===== config.mk =====
export PLATFORM = sky130hd
export DESIGN_NAME = deadtime_monitor
export DESIGN_NICKNAME = d
export VERILOG_FILES = /design/src/rtl/deadtime_monitor_pkg.sv /design/src/rtl/deadtime_monitor.sv
export SDC_FILE = /design/constraint.sdc
export NUM_CORES = 1
export LEC_CHECK = 0
export BUFFER_PORTS_ARGS = -buffer_cell sky130_fd_sc_hd__buf_2
export CAP_MARGIN = 10
export CORE_MARGIN = 3
export CORE_UTILIZATION = 49
export DETAILED_ROUTE_END_ITERATION = 6
export GPL_ROUTABILITY_DRIVEN = 0
export GPL_TIMING_DRIVEN = 0
export MAX_ROUTING_LAYER = met4
export PLACE_DENSITY_LB_ADDON = 0.1
export SLEW_MARGIN = 5
export SYNTH_ARGS = -nofsm -noshare
export SYNTH_HDL_FRONTEND = slang
export SYNTH_SLANG_ARGS = --single-unit

===== constraint.sdc =====
create_clock -name clk -period 2.5 [get_ports clk]
set_clock_uncertainty 0.2 [all_clocks]
set_input_delay 0.125 -clock clk [delete_from_list [all_inputs] [get_ports clk]]
set_output_delay 0.125 -clock clk [all_outputs]
set_load 0.03 [all_outputs]

===== src/rtl/deadtime_monitor_pkg.sv =====
// Shared types and defaults for the dead-time monitor and the status logic that reads it.
package deadtime_monitor_pkg;

    localparam int DTCOUNT_WIDTH = 8;

    typedef enum logic [2:0] {
        S_IDLE,
        S_A_ON,
        S_B_ON,
        S_DT_AB,
        S_DT_BA,
        S_FAULT
    } dtmon_state_e;

endpackage


===== src/rtl/deadtime_monitor.sv =====
// Watches one complementary gate pair, measures the dead time at every commutation
// and latches shoot-through and minimum-dead-time violations.
module deadtime_monitor
    import deadtime_monitor_pkg::*;
#(
    parameter int DTW = DTCOUNT_WIDTH
) (
    input  logic           clk,
    input  logic           reset,
    input  logic           gate_A,
    input  logic           gate_B,
    input  logic           logic_A,
    input  logic           logic_B,
    input  logic           en,
    input  logic [DTW-1:0] dt_min,
    input  logic           clear,
    output logic [DTW-1:0] dt_ab,
    output logic [DTW-1:0] dt_ba,
    output logic           dt_valid,
    output logic           dt_dir,
    output logic           dt_viol,
    output logic           shoot_fault
);

    logic           actA;
    logic           actB;
    dtmon_state_e   state_q;
    logic [DTW-1:0] cnt_q;
    logic [DTW-1:0] dtAb_q;
    logic [DTW-1:0] dtBa_q;
    logic           dtValid_q;
    logic           dtDir_q;
    logic           dtViol_q;
    logic           shootFault_q;

    logic [DTW-1:0] cntInc;
    logic           measFire;
    logic           measDir;
    logic [DTW-1:0] measVal;
    logic           measViol;

    assign actA = ~(gate_A ^ logic_A);
    assign actB = ~(gate_B ^ logic_B);

    assign cntInc = (cnt_q == {DTW{1'b1}}) ? cnt_q : cnt_q + DTW'(1);

    // A measurement completes when the opposite gate turns on, either straight
    // from the other gate (zero dead time) or after a counted dead interval.
    always_comb begin
        measFire = 1'b0;
        measDir  = 1'b0;
        measVal  = '0;
        unique case (state_q)
            S_A_ON:  if (!actA && actB) begin measFire = 1'b1; measDir = 1'b0; end
            S_B_ON:  if (actA && !actB) begin measFire = 1'b1; measDir = 1'b1; end
            S_DT_AB: if (!actA && actB) begin measFire = 1'b1; measDir = 1'b0; measVal = cnt_q; end
            S_DT_BA: if (actA && !actB) begin measFire = 1'b1; measDir = 1'b1; measVal = cnt_q; end
            default: ;
        endcase
    end

    assign measViol = (measVal < dt_min);

    always_ff @(posedge clk or posedge reset) begin
        if (reset) begin
            state_q      <= S_IDLE;
            cnt_q        <= '0;
            dtAb_q       <= '0;
            dtBa_q       <= '0;
            dtValid_q    <= 1'b0;
            dtDir_q      <= 1'b0;
            dtViol_q     <= 1'b0;
            shootFault_q <= 1'b0;
        end else begin
            dtValid_q <= 1'b0;
            if (!en) begin
                state_q <= S_IDLE;
                cnt_q   <= '0;
            end else if (state_q == S_FAULT) begin
                if (clear && !actA && !actB) begin
                    state_q      <= S_IDLE;
                    shootFault_q <= 1'b0;
                    dtViol_q     <= 1'b0;
                end
            end else if (actA && actB) begin
                // Shoot-through beats every other transition; the set also beats a clear.
                state_q      <= S_FAULT;
                cnt_q        <= '0;
                shootFault_q <= 1'b1;
                if (clear) dtViol_q <= 1'b0;
            end else begin
                if (clear) begin
                    dtViol_q     <= 1'b0;
                    shootFault_q <= 1'b0;
                end
                if (measFire) begin
                    dtValid_q <= 1'b1;
                    dtDir_q   <= measDir;
                    if (measDir) dtBa_q <= measVal;
                    else         dtAb_q <= measVal;
                    if (measViol) dtViol_q <= 1'b1;
                end
                unique case (state_q)
                    S_IDLE: begin
                        if (actA)      state_q <= S_A_ON;
                        else if (actB) state_q <= S_B_ON;
                    end
                    S_A_ON: begin
                        if (!actA) begin
                            if (actB) state_q <= S_B_ON;
                            else begin
                                state_q <= S_DT_AB;
                                cnt_q   <= DTW'(1);
                            end
                        end
                    end
                    S_B_ON: begin
                        if (!actB) begin
                            if (actA) state_q <= S_A_ON;
                            else begin
                                state_q <= S_DT_BA;
                                cnt_q   <= DTW'(1);
                            end
                        end
                    end
                    S_DT_AB: begin
                        if (actB)      state_q <= S_B_ON;
                        else if (actA) state_q <= S_A_ON;
                        else           cnt_q   <= cntInc;
                    end
                    S_DT_BA: begin
                        if (actA)      state_q <= S_A_ON;
                        else if (actB) state_q <= S_B_ON;
                        else           cnt_q   <= cntInc;
                    end
                    default: state_q <= S_IDLE;
                endcase
            end
        end
    end

    assign dt_ab       = dtAb_q;
    assign dt_ba       = dtBa_q;
    assign dt_valid    = dtValid_q;
    assign dt_dir      = dtDir_q;
    assign dt_viol     = dtViol_q;
    assign shoot_fault = shootFault_q;

endmodule


# Yosys cells after proc, flatten, opt, wreduce, memory -nomap -nowiden

Cells that the tools add are included.

Output and inout port bits: 20
Register bits after elaboration: 31
Logic and storage cells: 102

Order comparisons: 1
Mux-type cells: 46
Equal/unequal tests: 22
Bitwise operators: 7
Add/subtract/negate cells: 1
Reduce and logical (&&, ||, !) cells: 17

Operators by type and width:

| cell                                                   | count |
|---|---|
| 2-to-1 mux 8 bit                                       | 14 |
| 2-to-1 mux 3 bit                                       | 11 |
| inequality test 4 bit (second input constant)          | 8 |
| one-hot mux 8 bit (4 select lines)                     | 1 |
| 2-to-1 mux 1 bit                                       | 17 |
| one-hot mux 8 bit (2 select lines)                     | 1 |
| AND reduction 5 bit                                    | 3 |
| one-hot mux 3 bit (4 select lines)                     | 1 |
| inequality test 5 bit (second input constant)          | 2 |
| AND reduction 10 bit                                   | 1 |
| adder 8 x 1 -> 8 bit (second input constant)           | 1 |
| equality test 8 bit (second input constant)            | 1 |
| < comparator 8 bit                                     | 1 |
| equality test 3 x 2 -> 1 bit (second input constant)   | 2 |
| equality test 3 bit (second input constant)            | 2 |
| inequality test 6 x 1 -> 1 bit (second input constant) | 1 |
| inequality test 6 x 4 -> 1 bit (second input constant) | 1 |
| inequality test 6 bit (second input constant)          | 1 |
| OR reduction 2 bit                                     | 3 |
| logical AND 1 bit                                      | 5 |
| NOT 1 bit                                              | 5 |
| AND reduction 4 bit                                    | 1 |
| equality test 3 x 1 -> 1 bit (second input constant)   | 1 |
| zero test 3 bit                                        | 1 |
| other kinds (8)                                        | 9 |

# Logic depth before layout (Yosys ltp)

Gate-level depths: netlist of the first run.

Depth in word-level cells: 10
Depth in mapped cells: 11

# Least setup slack after synthesis of the first run

No wires, ideal clock.

Path kind: reg2reg
Start point: reg state_q[1]
End point: reg dtViol_q (netlist: dt_viol)
Path slack: 60 ps
Required time: 2205 ps
Stages on the path, launching flop included: 12
Path buffers: 1
Library setup time: 95 ps
Arrival: 2144 ps
Clock period less this slack: 2440 ps
Path through: dfrtp_1 -> buf_2 -> nor3b_1 -> and3_1 -> a21o_1 -> and2_1 -> ha_1 -> a21oi_1 -> nor2b_1 -> o21ai_0 -> nand2_1 -> o31ai_1

Cells in the longest elaborated chain, start to end: 7
Elaborated cells between the ends (all ways): 16
Those cells by class: order compare (1); eq/ne (6); mux (6); reduce/logical (3)

Ends and longest elaborated chain:

| what                                                                | line                    | text |
|---|---|---|
| start, declared                                                     | deadtime_monitor.sv:27  | `dtmon_state_e state_q;` |
| start signal, assigned                                              | deadtime_monitor.sv:66  | `state_q <= S_IDLE;` |
| start signal, assigned                                              | deadtime_monitor.sv:77  | `state_q <= S_IDLE;` |
| start signal, assigned                                              | deadtime_monitor.sv:81  | `state_q <= S_IDLE;` |
| equality test 3 bit or equality test 3 x 2 -> 1 bit (tied branches) | deadtime_monitor.sv:53  | `unique case (state_q)` |
| one-hot mux 8 bit (2 select lines) *                                | deadtime_monitor.sv:53  |  |
| via measVal[5]                                                      | deadtime_monitor.sv:39  | `logic [DTW-1:0] measVal;` |
| < comparator 8 bit *                                                | deadtime_monitor.sv:62  | `assign measViol = (measVal < dt_min);` |
| 2-to-1 mux 1 bit *                                                  | deadtime_monitor.sv:101 | `if (measViol) dtViol_q <= 1'b1;` |
| 2-to-1 mux 1 bit *                                                  | deadtime_monitor.sv:96  | `if (measFire) begin` |
| 2-to-1 mux 1 bit *                                                  | deadtime_monitor.sv:85  | `end else if (actA && actB) begin` |
| 2-to-1 mux 1 bit *                                                  | deadtime_monitor.sv:79  | `end else if (state_q == S_FAULT) begin` |
| end signal, assigned                                                | deadtime_monitor.sv:83  | `dtViol_q <= 1'b0;` |
| end signal, assigned                                                | deadtime_monitor.sv:90  | `if (clear) dtViol_q <= 1'b0;` |
| end signal, assigned                                                | deadtime_monitor.sv:101 |  |
| end, declared                                                       | deadtime_monitor.sv:33  | `logic dtViol_q;` |

The timed path passes the listed nets; every way through them passes the cells marked *.
A chain may end at the register's enable or synchronous reset.

# Worst setup path after layout of the first run

Ends and elaborated chain as after synthesis.

==> flow_metrics.tcl, run 1 <==
set metrics [dict create \
    maxSlewHeadroom_pct 51.5 \
    drt-pass1-iter-count 4 \
    r2r-end "dt_viol" \
    critPathSlowestCell "dfrtp_1" \
    antenna_cells 0 \
    start_util_pct 53.0 \
    fp.dieW_um 67.5 \
    yosys_warnings 0 \
    syn_inst 191 \
    track_usage_pct 22.4 \
    slew_viol_final 0 \
    p_int_w 0.000896 \
    fin_util_pct 67.8 \
    powerDensity_nw_per_um2 545 \
    core_area_um2 3490 \
    cpMostUsedCell "buf_6" \
    dp_hpwl_mm 3.19 \
    cts_tree "built" \
    drt_wl_total_mm 4.66 \
    grt_antenna_before_repair 0 \
    first_global_vias 1589 \
    clkPwrFrac_pct 33.8 \
    finalHoldViolations 0 \
    syn_area_um2 1850 \
    drc 0 \
    nets 267 \
    synth_top_cell_by_area "dfrtp_1" \
    io_buffers 35 \
    vias 1715 \
    cp.arrival_ps 2440 \
    synthXorXnorAreaFrac_pct 2.77 \
    muxShareOfSynthArea_pct 8.51 \
    finalCritPeriodShare_pct 97.6 \
    cp_max_fo 7 \
    routedWlPerCell_um 16.1 \
    status "finished, final reports clean" \
    crit_type "reg2reg" \
    drive_gt1_share_pct 36.1 \
    synth_top_area_share_pct 41.9 \
    ios 36 \
    yosys.area_share.simple_pct 20.0 \
    die_h_um 67.5 \
    min_path_type "in2reg" \
    synth-edff-count 0 \
    cts.clk_slew.worst_paths_ps 60 \
    final_cells 290 \
    ant_nets 0 \
    postSynthAreaPerCell_um2 9.70 \
    p_sw_share_pct 30.6 \
    path_delay_family "simple AND/OR/NAND/NOR gates" \
    max_stage_delay_ps 410 \
    min_period_ps 2440 \
    leakagePower_nw 1.19 \
    ys_seq_area_share_pct 41.9 \
    synth_top_family_by_area "simple AND/OR/NAND/NOR gates" \
    fmax_ghz 0.410 \
    cp_cell_sequence "buf_6, nor3b_4, and3_4, a21o_4, buf_6, and2_4, ha_1, o21ai_1, nand2b_1, a21oi_2, a211oi_2, o31ai_2" \
    power.switching_w 0.000395 \
    maxCapViolations 0 \
    grt_max_degree 32 \
    final_common_cell "buf_2" \
    clock-sinks 31 \
    ys_types 48 \
    rr_startpoint "state_q[1]" \
    min_path_cells 3 \
    rows 21 \
    mostFrequentLayoutCells "buf_2 (37), dfrtp_1 (31), o21ai_0 (15)" \
    synthArstFlopShare_pct 100 \
    htree_levels 2 \
    synth_fa_ha_area_share_pct 5.40 \
    p_seq_share_pct 42.6 \
    synth_compound_area_share_pct 17.6 \
    dpl.cell_count 272 \
    worstHoldStart "gate_A" \
    clockRootBuffer "clkbuf_8" \
    clk_latency_ps 290 \
    numCtsBuffers 5 \
    cts_buffer_depth 2 \
    reg2reg_depth 12 \
    avgViaCountPerCell 5.91 \
    worstSetupStartpointType "flop" \
    drt_iter0_markers 112 \
    die_area_um2 4560 \
    synth-seq-cells 31 \
    worst_pin_slew_ps 726 \
    syn-num-nets 215 \
    worst_slack_ps 58.9 \
    hold_end "state_q[1]" \
    regToRegSetupSlack_ps 60 \
    critPathCaptureType "flop" \
    ys.flop_type "dfrtp_1" \
    crit_required_ps 2500 \
    synthToLayoutAreaGrowth_pct 27.8 \
    gr-total-overflow 0 \
    setup_violations 0 \
    place_ws_ps -390 \
    grt_pass1_wl_mm 7.38 \
    vdd_drop_max_mv 0.335 \
    crit_buf_inv 2 \
    power_frac_comb_pct 23.5 \
    yosys-top-cells-area "dfrtp_1 (42%), mux2_2 (8.5%), ha_1 (5.4%), o21ai_0 (4.6%), a21oi_1 (4.1%)" \
]
==> how the worst max path moves through the flow <==
stage | cells past startpoint | slack [ps] | startpoint | endpoint
after floorplan | 11 | 60 | state_q[1] | dt_viol
final | 12 | 60 | state_q[1] | dt_viol
after global routing | 12 | -70 | state_q[1] | dt_viol
after CTS | 10 | 30 | state_q[1] | dt_viol
after global placement | 11 | -350 | state_q[1] | dt_viol
after detailed placement | 10 | -390 | state_q[0] | dt_viol
==> logic make-up after synthesis <==
kind of cell             after synthesis
adder cells (fa/ha/maj)                8
AND/OR/NAND/NOR                       64
AO/OA/AOI/OAI                         52
buffers and inverters                 17
XOR/XNOR                               5
flip-flops                            31
multiplexers                          14
==> sequential cells by signal (all words and copies together), names as in the netlist <==
| register | cells |
|---|---|
| dt_dir | 1 |
| dt_ba | 8 |
| dt_valid | 1 |
| dt_ab | 8 |
| state_q | 3 |
| shoot_fault | 1 |
| cnt_q | 8 |
| dt_viol | 1 |
==> worst reg2reg max path, cell delays in order, from the launching register on <==
cell and delay [ps]:
dfrtp_1 410, buf_6 140, nor3b_4 230, and3_4 230, a21o_4 130, buf_6 100
and2_4 140, ha_1 210, o21ai_1 80, nand2b_1 90, a21oi_2 140, a211oi_2 60
o31ai_2 190
==> power groups by stage <==
stage / Clock, W / Sequential (W) / Combinational, W
final: 0.000437 / 0.000550 / 0.000304
after global placement: 0 / 0.000557 / 0.000251
after floorplan: 0 / 0.000603 / 0.000136
after CTS: 0.000442 / 0.000549 / 0.000282
after detailed placement: 0 / 0.000559 / 0.000259
after global routing: 0.000463 / 0.000553 / 0.000332
==> cell usage after synthesis (2+ instances only) <==
| master | instances |
|---|---|
| and3b_1 | 2 |
| nand2_1 | 13 |
| o31ai_1 | 3 |
| inv_1 | 10 |
| buf_2 | 3 |
| nor2b_1 | 3 |
| dfrtp_1 | 31 |
| mux2_2 | 14 |
| nor3_1 | 2 |
| a22o_1 | 2 |
| ha_1 | 8 |
| o21ai_0 | 17 |
| xnor2_1 | 3 |
| and2_1 | 8 |
| nand3_1 | 2 |
| or3_1 | 4 |
| nand4_1 | 6 |
| and3_1 | 6 |
| a21oi_1 | 15 |
| nor2_1 | 8 |
| a21o_1 | 2 |
| clkbuf_1 | 3 |
==> repair_timing <==
action,4_1_cts,5_1_grt
setup buffers,4,3
setup endpoints to repair,1,1
pin swaps,3,4
hold buffers,2,0
gates resized for setup,11,12
endpoints found under the hold margin,32,0
==> layer usage <==
metal  vias to the layer above  wire length, um  GRT usage, %
li1                        803                -             -
met1                       829             2020          27.7
met2                        70             2250          33.9
met3                        13              293          5.49
met4                         0               97          11.6
met5                         -                0             -
==> area by class of cell <==
cell class / count / area [um^2]
sequential: 31 / 776
timing repair buffer: 45 / 267
buffer: 7 / 47.5
fill: 273 / 1130
clock buffer: 8 / 100
tap: 46 / 57.6
inverter: 10 / 37.5
multi-input combinational: 143 / 1080
==> stage by stage <==
step / setup TNS, ps / total power, W / cell area [um^2] / hold WS, ps
finish: 0 / 0.00129 / 2370 / 105
global route: -65.3 / 0.00135 / 2370 / 111
floorplan: 0 / 0.000740 / 1850 / 28.5
CTS: 0 / 0.00127 / 2280 / 98.2
detailed placement: -390 / 0.000817 / 2090 / 274
global placement: -346 / 0.000808 / 2090 / 263
Note: power is estimated with default switching activity, not from simulation.
==> run 2: changes to the inputs <==
ABC_AREA = 1   (was unset)
==> run 2 against run 1 <==
Compared with the run above:
- sequential cell count did not move
- clock power fell by 2%
- critical endpoint unchanged
- worst hold slack got worse by 91 ps
- first-iteration DRC count fell by 8.0%
- largest power group unchanged
- final area fell by 4.8%
- register-to-register slack improved by 140 ps
- synthesized cell count rose by 25%
- die area fell by 0.99%
- utilization fell by 2.8 points
- non-clock buffer count fell by 12
==> flow_metrics.tcl, run 2 <==
set metrics [dict create \
    status "finished, final reports clean" \
    numCtsBuffers 5 \
    die_area_um2 4510 \
    path_delay_family "simple AND/OR/NAND/NOR gates" \
    worst-path-stages 17 \
    fmax_ghz 0.434 \
    maxSlewHeadroom_pct 67.8 \
    rsz0062_at_grt "false" \
    max_stage_delay_ps 410 \
    rows 21 \
    mostFrequentLayoutCells "nand2_1 (61), inv_1 (39), buf_2 (35)" \
    syn_inst 238 \
    clk_latency_ps 290 \
    setup_violations 0 \
    r2r-end "dt_viol" \
    yosys_warnings 0 \
    ys_types 27 \
    cts_buffer_depth 2 \
    grt_max_degree 32 \
    cpMostUsedCell "nand2_1" \
    drt-pass1-iter-count 4 \
    cp_max_fo 7 \
    ios 36 \
    nets 309 \
    first_global_vias 1489 \
    min_path_type "in2reg" \
    synth-edff-count 0 \
    critical_path.endpoint "dt_viol" \
    maxCapViolations 0 \
    final.setup.tns_ps 0 \
    leakagePower_nw 1.23 \
    ant_nets 0 \
    synth_top_cell_by_area "dfrtp_1" \
    reg2reg_depth 17 \
    syn_area_um2 1830 \
    worstSetupStartpointType "flop" \
    cp.arrival_ps 2320 \
    htree_levels 2 \
    crit_type "reg2reg" \
    vias 1609 \
    dp_hpwl_mm 3.07 \
    avgViaCountPerCell 4.85 \
    final_common_cell "nand2_1" \
    synth_most_common_cell "nand2_1" \
    drc 0 \
    cp-startpoint "state_q[1]" \
    drt_wl_total_mm 3.93 \
    track_usage_pct 20.0 \
    drt_iter0_markers 103 \
    critPathCaptureType "flop" \
    postSynthAreaPerCell_um2 7.70 \
    io_buffers 35 \
    clock-sinks 31 \
    worstHoldStart "clear" \
    worst_slack_ps 196 \
    regToRegSetupSlack_ps 200 \
    cts_tree "built" \
    gr-total-overflow 0 \
    synthArstFlopShare_pct 100 \
    worst_pin_slew_ps 482 \
    ys.flop_type "dfrtp_1" \
    crit_required_ps 2520 \
    routedWlPerCell_um 11.8 \
    antenna_cells 0 \
    min_period_ps 2300 \
    fillers 330 \
    fp.dieW_um 67.2 \
    finalHoldViolations 0 \
    finalCritPeriodShare_pct 92.2 \
    grt_antenna_before_repair 0 \
    crit_buf_inv 3 \
    grt_pass1_wl_mm 6.55 \
    die_h_um 67.2 \
    synth_top_area_share_pct 42.3 \
    cp_cell_sequence "nor2_1, inv_2, nor2_4, inv_2, o22ai_1, inv_2, nor2_1, ha_1, nand2_1, nand2_1, nand2_1, nand2_1, nand2_1, nand2_1, nand2_1, nand2_1, nand2_1" \
    clockRootBuffer "clkbuf_8" \
    powerDensity_nw_per_um2 599 \
    syn-num-nets 262 \
    rr_startpoint "state_q[1]" \
    synth_common_cells "nand2_1 (61), inv_1 (40), dfrtp_1 (31)" \
    slew_viol_final 0 \
    core_area_um2 3470 \
    place_ws_ps 50.2 \
    critPathSlowestCell "dfrtp_1" \
    start_util_pct 52.8 \
    vdd_drop_max_mv 0.413 \
    yosys-top-cells-area "dfrtp_1 (42%), nand2_1 (12%), inv_1 (8.2%), ha_1 (5.5%), mux2_2 (4.9%)" \
    drive_gt1_share_pct 25.9 \
    synth-seq-cells 31 \
    synthToLayoutAreaGrowth_pct 23.0 \
    cts.clk_slew.worst_paths_ps 70 \
    ys_seq_area_share_pct 42.3 \
]
-- run 2: changes by cell type after synthesis, sizes merged, moves of 5 or more --
cell	change
a21oi	-10
and2	-8
and3	-6
inv	+36
mux2	-6
nand2	+52
nand3	+8
nor2	+16
nor3	+5
-- run 2: stage by stage --
| step | std cells | hold slack, ps | cell area (um^2) | util, % | total power, W |
|---|---|---|---|---|---|
| after CTS | 329 | 10.3 | 2190 | 63.0 | 0.00135 |
| after detailed placement | 319 | 260 | 2070 | 59.6 | 0.000904 |
| final | 332 | 14.3 | 2250 | 65.0 | 0.00135 |
| after floorplan | 238 | 28.5 | 1830 | - | 0.000819 |
| after global placement | 319 | 260 | 2070 | 59.6 | 0.000902 |
| after global routing | 332 | 13.5 | 2250 | 65.0 | 0.00144 |
-- run 2: worst min-delay path by stage --
stage / slack, ps / end / cells past startpoint
6_report: 10 / dt_viol / 6
5_1_grt: 10 / dt_viol / 6
4_1_cts: 10 / dt_viol / 6
3_5_place_dp: 260 / dt_ab[4] / 2
3_3_place_gp: 260 / dt_ab[4] / 2
2_1_floorplan: 30 / cnt_q[0] / 1
-- run 2: cell type report --
cell class | count | area [um^2] | share of cell area (%)
Tap cell | 46 | 57.6 | 2.55
Clock buffer | 8 | 100 | 4.44
Multi-Input combinational cell | 161 | 908 | 40.3
Inverter | 46 | 175 | 7.77
Timing Repair Buffer | 40 | 238 | 10.5
Sequential cell | 31 | 776 | 34.4
-- run 2: power by group --
group          total, W  switching (W)  internal (W)
combinational  0.000356       0.000241      0.000115
clock          0.000429       0.000178      0.000251
sequential     0.000566      0.0000257      0.000540
total           0.00135       0.000444      0.000907
-- run 2: what timing repair did --
item / in CTS / in global routing
endpoints found under the setup margin: 0 / 1
hold buffers: 2 / 0
setup buffers: 0 / 2
gates resized for setup: 0 / 8
endpoints found under the hold margin: 14 / 0
-- run 2: layer usage --
layer | GRT usage [%] | part of all wire [%] | up-vias
met3 | 5.99 | 4.0 | 6
li1 | - | - | 854
met5 | - | 0 | -
met1 | 27.1 | 49 | 719
met2 | 28.7 | 46 | 30
met4 | 6.08 | 1.3 | 0
-- run 2: kinds of logic (layout without fill, tap and decap cells) --
family | Yosys count | in the layout | share of synthesized area [%]
AND/OR/NAND/NOR | 111 | 111 | 26.6
buffers and inverters | 46 | 94 | 9.56
AO/OA/AOI/OAI | 32 | 32 | 10.2
flip-flops | 31 | 31 | 42.3
adder cells (fa/ha/maj) | 8 | 8 | 5.46
multiplexers | 8 | 8 | 4.91
XOR/XNOR | 2 | 2 | 0.956
-- run 2: tightest hold or removal path, stage by stage --
cell and delay, ps:
buf_2 70, inv_1 60, nand2_1 60, nand2_1 50, nand2_1 50, nand2_1 40
==> run 3: changes to the inputs <==
CORE_UTILIZATION = 43   (was 49)
RECOVER_POWER = 50   (was unset)
==> run 3 against run 2 <==
Compared with the run above:
- worst hold slack gained 110 ps
- clock-buffer cell count shrank 2
- combinational power shrank 4%
- register-to-register slack gained 40 ps
- first-iteration DRC count grew 4.9%
- critical endpoint unchanged
- largest power group unchanged
==> flow_metrics.tcl, run 3 (synthesized netlist as in run 2, its figures left out) <==
set metrics [dict create \
    final_cells 335 \
    cts_buffer_depth 2 \
    cp_max_fo 7 \
    min_path_type "in2async" \
    synthToLayoutAreaGrowth_pct 23.8 \
    clockRootBuffer "clkbuf_8" \
    dpl.cell_count 323 \
    vias 1646 \
    ant_nets 0 \
    p_sw_share_pct 32.2 \
    mostFrequentLayoutCells "nand2_1 (61), inv_1 (39), dfrtp_1 (31)" \
    dp_hpwl_mm 3.05 \
    power.switching_w 0.000459 \
    worst_pin_slew_ps 1310 \
    ios 36 \
    nets 308 \
    drive_gt1_share_pct 23.9 \
    cts_setup_buffers 0 \
    p_int_w 0.000965 \
    power_frac_comb_pct 24.0 \
    grt_pass1_wl_mm 6.91 \
    drt_wl_total_mm 4.05 \
    maxSlewHeadroom_pct 12.8 \
    htree_levels 2 \
    p_seq_share_pct 39.9 \
    drt-pass1-iter-count 4 \
    clk_latency_ps 290 \
    routedWlPerCell_um 12.1 \
    grt_antenna_before_repair 0 \
    final.setup.tns_ps 0 \
    cts_tree "built" \
    vdd_drop_max_mv 0.342 \
    rows 23 \
    critPathCaptureType "flop" \
    gr-total-overflow 0 \
    grt_max_degree 32 \
    io_buffers 35 \
    min_period_ps 2260 \
    fp.dieW_um 71.3 \
    cp.arrival_ps 2290 \
    crit_required_ps 2530 \
    drt_iter0_markers 108 \
    stdcell_area_um2 2270 \
    clkPwrFrac_pct 36.1 \
    finalHoldViolations 0 \
    drc 0 \
    numCtsBuffers 5 \
    first_global_vias 1563 \
    antenna_cells 0 \
    slew_viol_final 0 \
    maxCapViolations 0 \
    setup_violations 0 \
    cts.clk_slew.worst_paths_ps 60 \
    finalCritPeriodShare_pct 90.4 \
    status "finished, final reports clean" \
    die_h_um 71.3 \
    crit_type "reg2reg" \
    powerDensity_nw_per_um2 628 \
    final_common_cell "nand2_1" \
    avgViaCountPerCell 4.91 \
    track_usage_pct 17.8 \
    leakagePower_nw 1.18 \
    fmax_ghz 0.442 \
    worstSetupStartpointType "flop" \
    start_util_pct 45.2 \
    dpl_cell_area_um2 2070 \
    clock-sinks 31 \
    core_area_um2 4060 \
    die_area_um2 5080 \
]
[run 3: cell types whose count changed in the layout (fill, tap and decap cells not counted), sizes merged]
cell / previous run / this run
buf: 38 / 26
clkinv: 0 / 1
dlygate4sd3: 2 / 3
bufinv: 0 / 1
clkbuf: 8 / 16
[run 3: worst max-delay path: stages (launching register included)]
cell and delay, ps:
dfrtp_1 430, nor2_1 130, inv_2 70, nor2_2 120, inv_2 80, o22ai_4 140
inv_4 90, nor2_1 200, ha_1 270, nand2_1 60, inv_1 30, nand2_1 50
nand2_1 50, nand2_1 60, nand2_1 60, nand2_1 60, nand2_1 40, nand2_1 50
[run 3: final cells by class]
cell class,instances,area [um^2]
fillers,406,1790
multi-input cells,161,937
flip-flops and latches,31,776
repair buffers,39,198
inverters,46,178
clock buffers,6,82.6
well taps,50,62.6
clock inverters,2,35.0
[run 3: per-stage QoR]
stage | setup slack [ps] | hold slack, ps | total power (W) | util, %
global placement | 5.29 | 260 | 0.000905 | 51.0
finish | 239 | 124 | 0.00142 | 55.9
floorplan | 323 | 28.5 | 0.000819 | -
global route | -2.43 | 158 | 0.00150 | 55.9
CTS | 31.0 | 228 | 0.00143 | 54.7
detailed placement | -6.82 | 261 | 0.000905 | 51.0
[run 3: metal layers]
metal	vias up	wire length, um	GRT usage (%)	share of wire (%)
met4	0	82	7.52	2.0
met1	752	1950	22.9	48
li1	852	-	-	-
met5	-	0	-	0
met2	33	1820	26.4	45
met3	9	202	4.77	5.0
[run 3: final timing paths]
kind                            startpoint           to  slack, ps  cells past startpoint
worst min register to register    dt_ab[0]     dt_ab[0]        280                      2
worst max-delay path            state_q[1]      dt_viol        240                     17
min in group clk                   logic_A  shoot_fault        240                      6
max in group asynchronous            reset     dt_ab[5]        470                      4
worst max register to register  state_q[1]      dt_viol        240                     17
worst min-delay path                 reset     dt_ab[0]        120                      3
[run 3: what timing repair did]
item,in CTS,in global routing
endpoints found under the setup margin,1,1
hold buffers,3,0
hold endpoints to repair,17,0
cloned,0,0
gates resized for setup,1,13
pin swaps,0,2
[run 3: power by group through the flow]
stage | Sequential [W] | Combinational (W) | Clock [W]
finish | 0.000568 | 0.000341 | 0.000515
detailed placement | 0.000576 | 0.000329 | 0
floorplan | 0.000621 | 0.000199 | 0
global route | 0.000574 | 0.000386 | 0.000543
CTS | 0.000567 | 0.000335 | 0.000528
global placement | 0.000575 | 0.000330 | 0
